==> src/rtl/multi_cycle_control_unit_if.sv <==
// Control-unit <-> datapath bundle: opcode and ALU flags in, state plus every
// write enable and mux select out.
interface multi_cycle_control_unit_if #(
   parameter int OP_W = 6
);
   logic [OP_W-1:0] opcode;
   logic            zero;
   logic            sign;
   logic [2:0]      state;
   logic            PCWre;
   logic            IRWre;
   logic            RegWre;
   logic            mRD;
   logic            mWR;
   logic [1:0]      RegDst;
   logic            ALUSrcA;
   logic            ALUSrcB;
   logic            ExtSel;
   logic            DBDataSrc;
   logic            WrRegDSrc;
   logic [1:0]      PCSrc;
   logic [2:0]      ALUOp;

   modport master (
      input  opcode, zero, sign,
      output state, PCWre, IRWre, RegWre, mRD, mWR, RegDst, ALUSrcA, ALUSrcB,
             ExtSel, DBDataSrc, WrRegDSrc, PCSrc, ALUOp
   );

   modport slave (
      output opcode, zero, sign,
      input  state, PCWre, IRWre, RegWre, mRD, mWR, RegDst, ALUSrcA, ALUSrcB,
             ExtSel, DBDataSrc, WrRegDSrc, PCSrc, ALUOp
   );
endinterface

==> src/rtl/multi_cycle_control_unit.sv <==
// Multi-cycle CPU control FSM: steps each instruction through IF/ID/EXE/MEM/WB
// and decodes datapath controls from (state, opcode, zero, sign).
module multi_cycle_control_unit #(
   parameter int              OP_W    = 6,
   parameter logic [OP_W-1:0] OP_HALT = 6'b111111
) (
   input logic                     CLK,
   input logic                     Reset,
   multi_cycle_control_unit_if.master bus
);

   localparam logic [2:0] S_IF   = 3'b000;
   localparam logic [2:0] S_ID   = 3'b001;
   localparam logic [2:0] S_EXE  = 3'b010;
   localparam logic [2:0] S_MEM  = 3'b011;
   localparam logic [2:0] S_WB   = 3'b100;
   localparam logic [2:0] S_HALT = 3'b101;

   localparam logic [OP_W-1:0] OP_ADD  = 6'b000000;
   localparam logic [OP_W-1:0] OP_SUB  = 6'b000001;
   localparam logic [OP_W-1:0] OP_ADDI = 6'b000010;
   localparam logic [OP_W-1:0] OP_OR   = 6'b010000;
   localparam logic [OP_W-1:0] OP_AND  = 6'b010001;
   localparam logic [OP_W-1:0] OP_ORI  = 6'b010010;
   localparam logic [OP_W-1:0] OP_SLL  = 6'b011000;
   localparam logic [OP_W-1:0] OP_SLT  = 6'b100110;
   localparam logic [OP_W-1:0] OP_SLTI = 6'b100111;
   localparam logic [OP_W-1:0] OP_SW   = 6'b110000;
   localparam logic [OP_W-1:0] OP_LW   = 6'b110001;
   localparam logic [OP_W-1:0] OP_BEQ  = 6'b110100;
   localparam logic [OP_W-1:0] OP_BNE  = 6'b110101;
   localparam logic [OP_W-1:0] OP_BLTZ = 6'b110110;
   localparam logic [OP_W-1:0] OP_J    = 6'b111000;
   localparam logic [OP_W-1:0] OP_JR   = 6'b111001;
   localparam logic [OP_W-1:0] OP_JAL  = 6'b111010;

   logic [2:0] state_q, state_d;
   logic is_rtype, is_imm, is_lw, is_sw, is_branch, is_jal, is_jump, is_halt;
   logic is_alu, taken;

   always_comb begin
      is_rtype  = (bus.opcode == OP_ADD) || (bus.opcode == OP_SUB) ||
                  (bus.opcode == OP_OR)  || (bus.opcode == OP_AND) ||
                  (bus.opcode == OP_SLL) || (bus.opcode == OP_SLT);
      is_imm    = (bus.opcode == OP_ADDI) || (bus.opcode == OP_ORI) ||
                  (bus.opcode == OP_SLTI);
      is_lw     = (bus.opcode == OP_LW);
      is_sw     = (bus.opcode == OP_SW);
      is_branch = (bus.opcode == OP_BEQ) || (bus.opcode == OP_BNE) ||
                  (bus.opcode == OP_BLTZ);
      is_jal    = (bus.opcode == OP_JAL);
      is_jump   = (bus.opcode == OP_J) || (bus.opcode == OP_JR) || is_jal;
      is_halt   = (bus.opcode == OP_HALT);
      is_alu    = is_rtype || is_imm;
      taken     = ((bus.opcode == OP_BEQ)  &&  bus.zero) ||
                  ((bus.opcode == OP_BNE)  && !bus.zero) ||
                  ((bus.opcode == OP_BLTZ) &&  bus.sign);
   end

   // Undefined opcodes fall through to IF from ID, so they behave as a NOP.
   always_comb begin
      state_d = S_IF;
      case (state_q)
         S_IF:   state_d = S_ID;
         S_ID:   state_d = is_halt ? S_HALT :
                           (is_alu || is_lw || is_sw || is_branch) ? S_EXE : S_IF;
         S_EXE:  state_d = is_branch ? S_IF : (is_lw || is_sw) ? S_MEM : S_WB;
         S_MEM:  state_d = is_lw ? S_WB : S_IF;
         S_WB:   state_d = S_IF;
         S_HALT: state_d = S_HALT;
         default: state_d = S_IF;
      endcase
   end

   // NOTE: sequential state uses non-blocking assignment so every flop samples
   // pre-edge values; blocking here would create ordering-dependent races.
   always_ff @(posedge CLK) begin
      if (Reset) state_q <= S_IF;
      else       state_q <= state_d;
   end

   assign bus.state = state_q;

   // NOTE: every output gets a default at the top of the block so no path
   // leaves one unassigned, which would otherwise infer a latch.
   always_comb begin
      bus.PCWre     = 1'b0;
      bus.IRWre     = 1'b0;
      bus.RegWre    = 1'b0;
      bus.mRD       = 1'b0;
      bus.mWR       = 1'b0;
      bus.RegDst    = 2'b00;
      bus.ALUSrcA   = (bus.opcode == OP_SLL);
      bus.ALUSrcB   = is_imm || is_lw || is_sw;
      bus.ExtSel    = (bus.opcode != OP_ORI);
      bus.DBDataSrc = is_lw;
      bus.WrRegDSrc = !is_jal;
      bus.PCSrc     = 2'b00;
      bus.ALUOp     = 3'b000;

      if (is_rtype)                   bus.RegDst = 2'b10;
      else if (is_imm || is_lw)       bus.RegDst = 2'b01;

      case (bus.opcode)
         OP_SUB, OP_BEQ, OP_BNE, OP_BLTZ: bus.ALUOp = 3'b001;
         OP_SLL:                          bus.ALUOp = 3'b010;
         OP_OR, OP_ORI:                   bus.ALUOp = 3'b011;
         OP_AND:                          bus.ALUOp = 3'b100;
         OP_SLT, OP_SLTI:                 bus.ALUOp = 3'b101;
         default:                         bus.ALUOp = 3'b000;
      endcase

      if (bus.opcode == OP_J || is_jal)           bus.PCSrc = 2'b11;
      else if (bus.opcode == OP_JR)               bus.PCSrc = 2'b10;
      else if (state_q == S_EXE && is_branch && taken) bus.PCSrc = 2'b01;

      // PCWre fires in the last state of each instruction's path.
      case (state_q)
         S_IF:  bus.IRWre = 1'b1;
         S_ID: begin
            bus.PCWre  = !(is_alu || is_lw || is_sw || is_branch || is_halt);
            bus.RegWre = is_jal;
         end
         S_EXE: bus.PCWre = is_branch;
         S_MEM: begin
            bus.PCWre = is_sw;
            bus.mRD   = is_lw;
            bus.mWR   = is_sw;
         end
         S_WB: begin
            bus.PCWre  = is_alu || is_lw;
            bus.RegWre = is_alu || is_lw;
         end
         default: ;
      endcase

      if (Reset) begin
         bus.PCWre  = 1'b0;
         bus.IRWre  = 1'b0;
         bus.RegWre = 1'b0;
         bus.mWR    = 1'b0;
      end
   end

endmodule

==> src/flat_wrapper.sv <==
// flat-port wrapper written by rule: the top's interface ports become plain ports
module multi_cycle_control_unit_flat 
#(
   parameter int              OP_W    = 6,
   parameter logic [OP_W-1:0] OP_HALT = 6'b111111
)
  (CLK, Reset, bus_opcode, bus_zero, bus_sign, bus_state, bus_PCWre, bus_IRWre, bus_RegWre, bus_mRD, bus_mWR, bus_RegDst, bus_ALUSrcA, bus_ALUSrcB, bus_ExtSel, bus_DBDataSrc, bus_WrRegDSrc, bus_PCSrc, bus_ALUOp);
  multi_cycle_control_unit_if #(.OP_W(OP_W)) bus_i ();
  input logic CLK;
  input logic Reset;
  input wire logic [$bits(bus_i.opcode)-1:0] bus_opcode;
  input wire logic [$bits(bus_i.zero)-1:0] bus_zero;
  input wire logic [$bits(bus_i.sign)-1:0] bus_sign;
  output wire logic [$bits(bus_i.state)-1:0] bus_state;
  output wire logic [$bits(bus_i.PCWre)-1:0] bus_PCWre;
  output wire logic [$bits(bus_i.IRWre)-1:0] bus_IRWre;
  output wire logic [$bits(bus_i.RegWre)-1:0] bus_RegWre;
  output wire logic [$bits(bus_i.mRD)-1:0] bus_mRD;
  output wire logic [$bits(bus_i.mWR)-1:0] bus_mWR;
  output wire logic [$bits(bus_i.RegDst)-1:0] bus_RegDst;
  output wire logic [$bits(bus_i.ALUSrcA)-1:0] bus_ALUSrcA;
  output wire logic [$bits(bus_i.ALUSrcB)-1:0] bus_ALUSrcB;
  output wire logic [$bits(bus_i.ExtSel)-1:0] bus_ExtSel;
  output wire logic [$bits(bus_i.DBDataSrc)-1:0] bus_DBDataSrc;
  output wire logic [$bits(bus_i.WrRegDSrc)-1:0] bus_WrRegDSrc;
  output wire logic [$bits(bus_i.PCSrc)-1:0] bus_PCSrc;
  output wire logic [$bits(bus_i.ALUOp)-1:0] bus_ALUOp;
  assign bus_i.opcode = bus_opcode;
  assign bus_i.zero = bus_zero;
  assign bus_i.sign = bus_sign;
  assign bus_state = bus_i.state;
  assign bus_PCWre = bus_i.PCWre;
  assign bus_IRWre = bus_i.IRWre;
  assign bus_RegWre = bus_i.RegWre;
  assign bus_mRD = bus_i.mRD;
  assign bus_mWR = bus_i.mWR;
  assign bus_RegDst = bus_i.RegDst;
  assign bus_ALUSrcA = bus_i.ALUSrcA;
  assign bus_ALUSrcB = bus_i.ALUSrcB;
  assign bus_ExtSel = bus_i.ExtSel;
  assign bus_DBDataSrc = bus_i.DBDataSrc;
  assign bus_WrRegDSrc = bus_i.WrRegDSrc;
  assign bus_PCSrc = bus_i.PCSrc;
  assign bus_ALUOp = bus_i.ALUOp;
  multi_cycle_control_unit #(.OP_W(OP_W), .OP_HALT(OP_HALT)) u_core (.CLK(CLK), .Reset(Reset), .bus(bus_i));
endmodule
==> config.mk <==
export PLATFORM = sky130hd
export DESIGN_NAME = multi_cycle_control_unit_flat
export DESIGN_NICKNAME = d
export VERILOG_FILES = /design/src/rtl/multi_cycle_control_unit_if.sv /design/src/rtl/multi_cycle_control_unit.sv /design/src/flat_wrapper.sv
export SDC_FILE = /design/constraint.sdc
export NUM_CORES = 1
export LEC_CHECK = 0
export CAP_MARGIN = 10
export CORE_ASPECT_RATIO = 0.7
export CORE_UTILIZATION = 30
export DETAILED_ROUTE_END_ITERATION = 8
export HOLD_SLACK_MARGIN = 0.02
export PLACE_DENSITY = 0.59
export SYNTH_ARGS = -nofsm -noshare
export SYNTH_HDL_FRONTEND = slang
export SYNTH_SLANG_ARGS = --single-unit
==> constraint.sdc <==
create_clock -name CLK -period 4.15 [get_ports CLK]
set_input_delay 0.6225 -clock CLK [delete_from_list [all_inputs] [get_ports CLK]]
set_output_delay 0.6225 -clock CLK [all_outputs]
set_load 0.01 [all_outputs]
After elaboration in Yosys (flattened, before gate mapping)
Index checks and enable logic that the tools add are counted.

Multipliers: 0. $lt $le $gt $ge: 0. Mux-type cells: 21. Shift-type cells: 0. Reductions and logical operators: 33. Bitwise gates (word level): 0. Div/mod/pow operators: 0. $add $sub $neg: 0. Equality and inequality tests: 23.

Operators by type and width (number): 6-bit equality test (second input constant) (11); 3-bit one-hot mux with 5 select lines (2); 6-bit by 5-bit equality test with 1-bit output (second input constant) (4); 1-bit logical OR (20); 3-bit 2-to-1 mux (4); 1-bit 2-to-1 mux (9); 2-bit 2-to-1 mux (4); 3-bit by 2-bit equality test with 1-bit output (second input constant) (2); 3-bit equality test (second input constant) (2); 6-bit by 1-bit equality test with 1-bit output (second input constant) (1); 6-bit by 2-bit equality test with 1-bit output (second input constant) (1); 6-bit logical NOT (1); 6-bit by 5-bit inequality test with 1-bit output (second input constant) (1); 1-bit logical AND (5); 1-bit one-hot mux with 4 select lines (1); 2-bit OR reduction (2); 4-bit OR reduction (1); 3-bit by 1-bit equality test with 1-bit output (second input constant) (1); 1-bit logical NOT (3); 3-bit logical NOT (1); 1-bit one-hot mux with 2 select lines (1).

Logic and storage cells: 78. RAM bits: 0. Register bits: 3. Memories kept: 0. ROM bits: 0. Bits in latches: 0. Output and inout bits: 20.

Depth between registers and ports, before layout
Gate-level depths: netlist (run 1).

Word-level depth: 14. Depth in mapped cells: 6.

Worst setup path after synthesis (run 1)
OpenSTA, ideal clock, no wires.

Kind: in2out. From: input port bus_opcode[2]. To: output port bus_mWR. Required time: 3527 ps. Path buffers: 1. Arrival: 1839 ps. Stages: 4. Slack: 1688 ps. Cell sequence: buf_2 -> or3_1 -> or2_1 -> nor4_1.

Cells in the longest elaborated chain, start to end: 3.

Ends and longest elaborated chain: start: declaration (line flat_wrapper.sv:11) `input wire logic [$bits(bus_i.opcode)-1:0] bus_opcode;`; 6-bit equality test (line multi_cycle_control_unit.sv:48) `is_sw = (bus.opcode == OP_SW);`; 1-bit 2-to-1 mux (line multi_cycle_control_unit.sv:118) `case (state_q)`; 1-bit 2-to-1 mux (line multi_cycle_control_unit.sv:137) `if (Reset) begin`; end: declaration (line flat_wrapper.sv:19) `output wire logic [$bits(bus_i.mWR)-1:0] bus_mWR;`.

No other way between the ends.

Worst setup path after layout (run 1)
Ends and elaborated chain as after synthesis.

==> results of run 1 <==
cells by family after synthesis:
group | after synthesis | share of synthesized area
compound gates | 27 | 0.307
xor+xnor | 1 | 0.0135
buf+inv | 11 | 0.0734
flops | 3 | 0.0927
mux | 1 | 0.0154
simple gates | 56 | 0.498
how the worst max path moves through the flow:
stage | start | to | slack, ns | depth (start not counted)
2_1_floorplan | bus_opcode[2] | bus_mWR | 1.69 | 4
3_3_place_gp | bus_opcode[2] | bus_mWR | 0.59 | 5
5_1_grt | bus_opcode[2] | bus_mWR | 0.38 | 5
3_5_place_dp | bus_opcode[2] | bus_mWR | 0.53 | 5
4_1_cts | bus_opcode[2] | bus_mWR | 0.53 | 5
6_report | bus_opcode[2] | bus_mWR | 0.52 | 5
cell usage in the layout, fill, tap and decap left out, types with 4 or more instances in the layout:
master,synthesis,layout
nand2b_1,7,7
a21oi_1,4,4
or3_1,4,4
nand2_1,5,5
clkdlybuf4s50_1,0,29
nand3_1,6,6
a31oi_1,5,5
nor2_1,10,10
nand4_1,4,4
tightest hold or removal path: cells and delay by family (launching register included):
| family | cells | cell delay [ns] |
|---|---|---|
| flops | 1 | 0.38 |
| simple gates | 1 | 0.12 |
| compound gates | 1 | 0.06 |
per-layer routing:
layer,track usage,share of wire
met1,0.243,0.53
met2,0.262,0.40
met3,0.0410,0.071
met4,0,0
met5,0,0
area by class of cell:
| cell class | instances | area, µm² |
|---|---|---|
| Timing Repair Buffer | 32 | 313 |
| Sequential cell | 3 | 60.1 |
| Tap cell | 22 | 27.5 |
| Inverter | 3 | 11.3 |
| Multi-Input combinational cell | 85 | 541 |
| Clock buffer | 4 | 26.3 |
| Fill cell | 195 | 957 |
power by group through the flow:
stage	clock, mW	sequential [mW]	combinational (mW)
after floorplan	0	0.0338	0.0376
after global placement	0	0.0339	0.0692
after detailed placement	0	0.0338	0.0690
after CTS	0.0536	0.0334	0.0693
after global routing	0.0562	0.0337	0.0760
final	0.0524	0.0334	0.0694
==> summary.txt, run 1 <==
Timing
  • Crit share post-route: 0.876
  • Worst-margin pin slew: 0.630 ns
  • Setup TNS: 0 ns
  • Final setup fails: 0
  • Unrepaired setup endpoints after global routing: no
  • Clock skew: 0.000571 ns
  • F_max: 275 MHz
  • Final hold viol count: 0
  • Setup ws final: 0.516 ns
  • Period minus WS final: 3.63 ns
  • Max-slew headroom: 0.578
  • Worst hold margin: 0.624 ns
  • Max-slew violations: 0

Clock tree
  • Post-CTS resize count: 0
  • H-tree Lvls: 1
  • CTS tree: done
  • Clock slew at reported path FFs: 0.04 ns
  • Clk_lat worst skew: 0.24 ns
  • # clock sinks: 3
  • Post-CTS Setup Inserts: 0
  • Clock buffer depth: 2
  • CTS root buf: clkbuf_4
  • CTS Buf Count: 3
  • Hold-fix buffers, CTS: 0

Layout
  • Share of cells above drive strength 1: 0.0945
  • Ant. Diodes: 0
  • Final Util: 0.505
  • Nets: 138
  • Design Area, Final: 978 µm²
  • Max reg flops: 3
  • Non-Filler Instances: 149
  • Synth-to-Final Area Change: 51.0%

Place
  • Placed cell areas: 952 µm²
  • Dpl hpwl: 1.49 mm
  • Placed Cells: 145
  • DP Worst Slack: 0.531 ns
  • RD Place Congestion: 0.773
  • Buffers on Ports: 29

Power and ir drop
  • Peak supply drop: 90.0 µV
  • Pwr/cell area: 159 nW/µm²
  • P_leak: 0.323 nW
  • Switching Share: 0.355
  • Switching power: 0.0551 mW
  • Final Power: 0.155 mW
  • Flop pwr share: 0.215
  • Gate power share: 0.447
  • Clock share of power: 0.338
  • Internal: 0.100 mW

Floorplan
  • DIE WIDTH: 57.6 µm
  • I/O pin cnt: 30
  • Initial Util: 0.335
  • Die H: 40.9 µm
  • Die area: 2350 µm²
  • Core ar.: 1940 µm²
  • Core Rows: 13

Synthesis
  • Post-Syn Nets: 109
  • Largest cells by area after synthesis: dfxtp_1 9.3%, nand2b_1 6.8%, nor2_1 5.8%, a31oi_1 4.8%, nand3_1 4.6%
  • EDFF count, synth: 0
  • Cell variety after synth: 39
  • Yosys top cell area share: 0.0927
  • Register area share after synthesis: 0.0927
  • Syn_area_per_cell: 6.55 µm²
  • Top-count cell post-synth: nor2_1
  • Top FF cell, synth: dfxtp_1
  • Yosys reg bits: 3
  • Synthesized area: 648 µm²
  • Post-synth top cells: 10 x nor2_1, 7 x nand2b_1, 6 x nand3_1
  • Gate Count Post-Synth: 99
  • Ys async rst share: 0
  • Leading area contributor after synthesis: dfxtp_1
  • Ys Warns: 0

Min path
  • Hold endpoint: u_core.bus.state[1]
  • Worst Min Path Start: u_core.bus.state[1]
  • Hold Crit Class: flip-flop to flip-flop
  • Hold path depth: 2

Run
  • Max_cap viols: 0

Route
  • Via count: 870
  • Drt drc: 2
  • Iter 0 DRT Violations: 41
  • Pre-antenna DRT Iters: 6
  • Antenna viol nets, final: 0
  • DR WL/cell: 13.2 µm
  • DRT Wirelength: 1.96 mm
  • Via density per instance: 5.84

Critical path
  • CP cell instances: clkdlybuf4s50_1 -> or3_1 -> or2_1 -> nor4_1 -> clkdlybuf4s50_1
  • Worst path bufs/invs: 2
  • WS Path Type: input pin to output pin
  • Crit end category: output pin
  • R2R cell count: 4
  • Worst reg2reg path endpoint: u_core.bus.state[1]
  • Worst Path Arrival: 3.01 ns
  • R2R Setup Slk: 2.71 ns
  • Critical path's top delay family: buffers and inverters
  • CP Launch Type: input pin
  • Max FO, Critical Path: 21
  • Critical Path RT: 3.53 ns
  • Slowest cell on crit path: clkdlybuf4s50_1
  • CP peak stage delay: 0.73 ns
  • Crit path top cell by count: clkdlybuf4s50_1
  • Worst flop-to-flop path startpoint: u_core.bus.state[0]

GRT
  • GRT overflow: 0
  • All-Layer GR Usage: 0.167
  • Vias in the first global route: 675
  • Initial antenna violation count: 0
  • Largest net degree at the start of global routing: 22
  • Global-route wire length before repair: 3.02 mm

Outcome
  • Failing checks: design-rule violations
  • Status: complete, but fails checks
(Power assumes the default switching activity.)
==> inputs of run 2 (changes only) <==
--- a/config.mk
+++ b/config.mk
@@ -6,11 +6,13 @@
 export NUM_CORES = 1
 export LEC_CHECK = 0
 export CAP_MARGIN = 10
+export CELL_PAD_IN_SITES_DETAIL_PLACEMENT = 0
+export CELL_PAD_IN_SITES_GLOBAL_PLACEMENT = 1
 export CORE_ASPECT_RATIO = 0.7
-export CORE_UTILIZATION = 30
+export CORE_UTILIZATION = 29
 export DETAILED_ROUTE_END_ITERATION = 8
 export HOLD_SLACK_MARGIN = 0.02
-export PLACE_DENSITY = 0.59
+export PLACE_DENSITY = 0.82
 export SYNTH_ARGS = -nofsm -noshare
 export SYNTH_HDL_FRONTEND = slang
 export SYNTH_SLANG_ARGS = --single-unit
==> run 2 against run 1 <==
The run now ends clean. Largest power group unchanged. Non-clock buffer count stayed put. Critical path type unchanged. Sequential power barely moved. Highest routed layer unchanged. Power is 0.46% lower. Clock power shrank 2%.
==> summary.txt, run 2 (synthesized netlist as in run 1, its figures left out) <==
Clock tree
  • Post-CTS Setup Inserts: 0 (unchanged)
  • Clock buffer depth: 2 (unchanged)
  • Clk_lat worst skew: 0.24 ns (about the same)
  • Post-CTS resize count: 0 (unchanged)
  • CTS tree: done
  • Clock slew at reported path FFs: 0.04 ns (about the same)
  • H-tree Lvls: 1 (unchanged)
  • Hold-fix buffers, CTS: 0 (unchanged)
  • CTS Buf Count: 3 (unchanged)
  • CTS root buf: clkbuf_4
  • # clock sinks: 3 (unchanged)

Critical path
  • WP depth: 6 (+1)
  • R2R Setup Slk: 2.77 ns (+0.06 ns)
  • CP cell instances: clkdlybuf4s50_1 -> nand2b_1 -> or3_1 -> or3_1 -> o22ai_1 -> clkdlybuf4s50_1
  • CP Launch Type: input pin
  • Worst path bufs/invs: 2 (unchanged)
  • CP endpoint: bus_PCSrc[0]
  • Max FO, Critical Path: 21 (unchanged)
  • CP peak stage delay: 0.87 ns (+0.14 ns)
  • Worst reg2reg path endpoint: u_core.bus.state[1]
  • WS Path Type: input pin to output pin
  • Worst setup path start: bus_opcode[2]
  • R2R cell count: 4 (unchanged)
  • Critical path's top delay family: buffers and inverters
  • Critical Path RT: 3.53 ns (about the same)
  • Worst flop-to-flop path startpoint: u_core.bus.state[0]
  • Slowest cell on crit path: clkdlybuf4s50_1
  • Worst Path Arrival: 3.01 ns (about the same)
  • Crit end category: output pin

Power and ir drop
  • Peak supply drop: 67.2 µV (-25%)
  • Final Power: 0.155 mW (-0.46%)
  • Pwr/cell area: 156 nW/µm² (-1.5%)
  • P_leak: 0.323 nW (unchanged)

Timing
  • Period minus WS final: 3.63 ns (-0.00418 ns)
  • Crit share post-route: 0.875 (-0.00101)
  • Worst hold margin: 0.626 ns (+0.00279 ns)
  • Max-slew violations: 0 (unchanged)
  • Unrepaired setup endpoints after global routing: no
  • Clock skew: 0.00148 ns (+0.000904 ns)
  • Worst-margin pin slew: 0.632 ns (+0.00108 ns)
  • Max-slew headroom: 0.578 (-0.000724)
  • Setup TNS: 0 ns (unchanged)
  • F_max: 275 MHz (+0.12%)
  • Setup ws final: 0.520 ns (+0.00418 ns)
  • Final setup fails: 0 (unchanged)
  • Final hold viol count: 0 (unchanged)

Layout
  • Non-Filler Instances: 157 (+5.4%)
  • Final Util: 0.498 (-0.00739)
  • Share of cells above drive strength 1: 0.0945 (unchanged)
  • Synth-to-Final Area Change: 52.5%
  • Nets: 138 (unchanged)
  • Max reg flops: 3 (unchanged)
  • Commonest non-fill, non-tap cell in the layout: clkdlybuf4s50_1
  • Design Area, Final: 988 µm² (+1.0%)
  • Ant. Diodes: 0 (unchanged)
  • Most frequent cells in the layout: 29 x clkdlybuf4s50_1, 10 x nor2_1, 7 x nand2b_1

GRT
  • All-Layer GR Usage: 0.186 (+0.0195)
  • GRT overflow: 0 (unchanged)
  • Largest net degree at the start of global routing: 22 (unchanged)
  • Global-route wire length before repair: 3.63 mm (+20%)
  • Initial antenna violation count: 0 (unchanged)
  • Vias in the first global route: 786 (+16%)

Route
  • Drt drc: 0 (-2)
  • Pre-antenna DRT Iters: 4 (-2)
  • Iter 0 DRT Violations: 38 (-7.3%)
  • Antenna viol nets, final: 0 (unchanged)
  • DRT Wirelength: 2.04 mm (+4.0%)
  • Via count: 861 (-1.0%)
  • Via density per instance: 5.48 (-6.1%)
  • DR WL/cell: 13.0 µm (-1.3%)

Floorplan
  • Die area: 2430 µm² (+3.3%)
  • Core Rows: 13 (unchanged)
  • DIE WIDTH: 58.5 µm (+1.7%)
  • I/O pin cnt: 30 (unchanged)
  • Initial Util: 0.327 (-0.00823)
  • Die H: 41.6 µm (+1.6%)
  • Core ar.: 1980 µm² (+2.5%)

Min path
  • Hold Crit Class: flip-flop to flip-flop
  • Worst Min Path Start: u_core.bus.state[2]

Outcome
  • Status: finished clean

Place
  • RD Place Congestion: 0.803 (+3.9%)
  • Placed cell areas: 962 µm² (+1.1%)
  • Buffers on Ports: 29 (unchanged)
  • Placed Cells: 153 (+5.5%)
  • Dpl hpwl: 1.56 mm (+4.5%)
  • DP Worst Slack: 0.537 ns (+0.00562 ns)

Run
  • Max_cap viols: 0 (unchanged)
## run 2: cell counts in the layout (fill, tap and decap cells not counted)
No cell type changed its count.
## run 2: worst register-to-register path, delay by kind of cell (launching register included)
kind | cells | cell delay [ns]
AO/OA/AOI/OAI | 3 | 0.67
buffers and inverters | 1 | 0.19
flip-flops | 1 | 0.44
## run 2: power breakdown
group	total, mW	leakage, nW	internal (mW)	switching [mW]
clock network	0.0516	0.0150	0.0361	0.0155
registers	0.0336	0.0246	0.0305	0.00310
logic	0.0693	0.283	0.0335	0.0358
total	0.155	0.323	0.100	0.0545
## run 2: layout make-up
| cell class | instances | area [µm²] |
|---|---|---|
| sequential | 3 | 60.1 |
| tap | 30 | 37.5 |
| inverter | 3 | 11.3 |
| clock buffer | 4 | 26.3 |
| fill | 230 | 996 |
| multi-input combinational | 85 | 541 |
| timing repair buffer | 32 | 313 |
## run 2: worst min path at each step
stage	cells past startpoint	to
after floorplan	1	u_core.bus.state[1]
after global placement	2	u_core.bus.state[1]
after detailed placement	1	u_core.bus.state[1]
after CTS	2	u_core.bus.state[2]
after global routing	1	u_core.bus.state[1]
final	1	u_core.bus.state[1]
## run 2: layer usage
| layer | global-route usage | part of all wire | vias up |
|---|---|---|---|
| met4 | 0.0286 | 0 | 0 |
| met2 | 0.257 | 0.41 | 29 |
| met1 | 0.286 | 0.54 | 395 |
| met5 | 0 | 0 | - |
| li1 | - | - | 437 |
| met3 | 0.0498 | 0.049 | 0 |
==> inputs of run 3 (changes only) <==
--- a/config.mk
+++ b/config.mk
@@ -9,6 +9,7 @@
 export CELL_PAD_IN_SITES_DETAIL_PLACEMENT = 0
 export CELL_PAD_IN_SITES_GLOBAL_PLACEMENT = 1
 export CORE_ASPECT_RATIO = 0.7
+export CORE_MARGIN = 5
 export CORE_UTILIZATION = 29
 export DETAILED_ROUTE_END_ITERATION = 8
 export HOLD_SLACK_MARGIN = 0.02
==> run 3 against run 2 <==
Sequential cell count unchanged. Final cell count up 2.5%. Global-route usage down 4.7 points. Sequential share of layout area down 0.11 points. Routed wire length up 12%. Clock skew up 0.0015 ns. Critical path depth down 1. Hold slack better by 0.0014 ns. Die area up 36%. Worst setup slack better by 0.13 ns. Cell area up 1.8%. Critical endpoint is now bus_mWR. First-iteration DRC count up 18%.
==> summary.txt, run 3 (synthesized netlist as in run 1, its figures left out) <==
Clock tree
  • CTS root buf: clkbuf_4
  • Clock slew at reported path FFs: 0.04 ns (about the same)
  • Clk_lat worst skew: 0.24 ns (about the same)
  • Post-CTS Setup Inserts: 0 (unchanged)
  • CTS Buf Count: 3 (unchanged)
  • Hold-fix buffers, CTS: 0 (unchanged)
  • Post-CTS resize count: 0 (unchanged)
  • CTS tree: done
  • H-tree Lvls: 1 (unchanged)
  • Clock buffer depth: 2 (unchanged)
  • # clock sinks: 3 (unchanged)

Route
  • Drt drc: 0 (unchanged)
  • Antenna viol nets, final: 0 (unchanged)
  • DR WL/cell: 14.3 µm (+9.7%)
  • Via density per instance: 5.64 (+2.8%)
  • Iter 0 DRT Violations: 45 (+18%)
  • DRT Wirelength: 2.30 mm (+12%)
  • Via count: 908 (+5.5%)
  • Pre-antenna DRT Iters: 4 (unchanged)

Place
  • Buffers on Ports: 29 (unchanged)
  • DP Worst Slack: 0.662 ns (+0.125 ns)
  • Dpl hpwl: 1.79 mm (+15%)
  • RD Place Congestion: 0.793 (-1.3%)

Power and ir drop
  • Pwr/cell area: 158 nW/µm² (+1.3%)
  • P_leak: 0.332 nW (+3.0%)
  • Peak supply drop: 75.1 µV (+12%)

Floorplan
  • DIE WIDTH: 66.5 µm (+14%)
  • Die H: 49.6 µm (+19%)
  • Die area: 3300 µm² (+36%)
  • Core Rows: 14 (+1)
  • Core ar.: 2140 µm² (+7.7%)
  • Initial Util: 0.303 (-0.0233)
  • I/O pin cnt: 30 (unchanged)

Timing
  • Setup TNS: 0 ns (unchanged)
  • Crit share post-route: 0.844 (-0.0305)
  • Unrepaired setup endpoints after global routing: no
  • Final setup fails: 0 (unchanged)
  • Worst-margin pin slew: 0.453 ns (-0.179 ns)
  • Max-slew headroom: 0.697 (+0.120)
  • F_max: 285 MHz (+3.6%)
  • Period minus WS final: 3.50 ns (-0.127 ns)
  • Clock skew: 0.00297 ns (+0.00150 ns)
  • Max-slew violations: 0 (unchanged)
  • Final hold viol count: 0 (unchanged)
  • Setup ws final: 0.647 ns (+0.127 ns)

GRT
  • All-Layer GR Usage: 0.139 (-0.0469)
  • Global-route wire length before repair: 3.64 mm (+0.19%)
  • Initial antenna violation count: 0 (unchanged)
  • Vias in the first global route: 772 (-1.8%)
  • GRT overflow: 0 (unchanged)
  • Largest net degree at the start of global routing: 16 (-27%)

Critical path
  • Worst setup path start: bus_opcode[2]
  • Worst Path Arrival: 2.88 ns (-0.13 ns)
  • Critical Path RT: 3.53 ns (about the same)
  • Worst flop-to-flop path startpoint: u_core.bus.state[0]
  • Max FO, Critical Path: 14 (-33%)
  • Crit end category: output pin
  • WS Path Type: input pin to output pin
  • CP Launch Type: input pin

Layout
  • Final Util: 0.471 (-0.0274)
  • Ant. Diodes: 0 (unchanged)
  • Area of the multi-input gates: 541 µm² (unchanged)
  • Nets: 140 (+1.4%)
  • Seq. cell area: 60.1 µm² (unchanged)
  • Synth-to-Final Area Change: 55.2%
  • FILL cells: 242 (+5.2%)
  • Share of cells above drive strength 1: 0.109 (+0.0140)
  • Max reg flops: 3 (unchanged)
  • Most frequent cells in the layout: 29 x clkdlybuf4s50_1, 10 x nor2_1, 7 x nand2b_1
  • Commonest non-fill, non-tap cell in the layout: clkdlybuf4s50_1

Outcome
  • Status: finished clean

Min path
  • Worst Min Path Start: u_core.bus.state[2]
  • Hold Crit Class: flip-flop to flip-flop

Run
  • Max_cap viols: 0 (unchanged)
run 3: cell types whose count changed in the layout (fill, tap and decap cells not counted), sizes merged:
cell / before / now
buf: 3 / 5
run 3: area by class of cell:
cell class | instances | share of cell area
clock buffers | 4 | 0.0261
inverters | 3 | 0.0112
multi-input cells | 85 | 0.537
flip-flops and latches | 3 | 0.0597
well taps | 32 | 0.0398
repair buffers | 34 | 0.326
run 3: routing by layer:
layer  up-vias  GRT usage  part of all wire
met4         0     0.0236                 0
met1       436      0.195              0.46
met5         -          0                 0
met2        33      0.204              0.45
met3         0     0.0500             0.090
li1        439          -                 -
run 3: worst max-delay path, stage by stage:
cell	delay [ns]
clkdlybuf4s50_1	0.64
or3_1	0.49
or2_1	0.26
nor4_1	0.28
clkdlybuf4s50_1	0.59
run 3: per-stage QoR:
stage | cell area, µm² | hold slack (ns) | std cells | total power, mW
2_1_floorplan | 648 | 0.575 | 99 | 0.0714
3_3_place_gp | 980 | 0.616 | 157 | 0.105
3_5_place_dp | 980 | 0.614 | 157 | 0.105
4_1_cts | 1010 | 0.618 | 161 | 0.159
5_1_grt | 1010 | 0.650 | 161 | 0.168
6_report | 1010 | 0.628 | 161 | 0.159
run 3: worst paths after layout:
| check | end | slack, ns | cells past startpoint |
|---|---|---|---|
| setup / recovery | bus_mWR | 0.65 | 5 |
| hold / removal | u_core.bus.state[1] | 0.63 | 1 |
| setup reg to reg | u_core.bus.state[1] | 2.67 | 4 |
| hold reg to reg | u_core.bus.state[1] | 0.63 | 1 |
run 3: power by group:
group	internal, mW	total [mW]	switching [mW]
Sequential	0.0305	0.0336	0.00317
Combinational	0.0348	0.0718	0.0370
Clock	0.0362	0.0540	0.0178
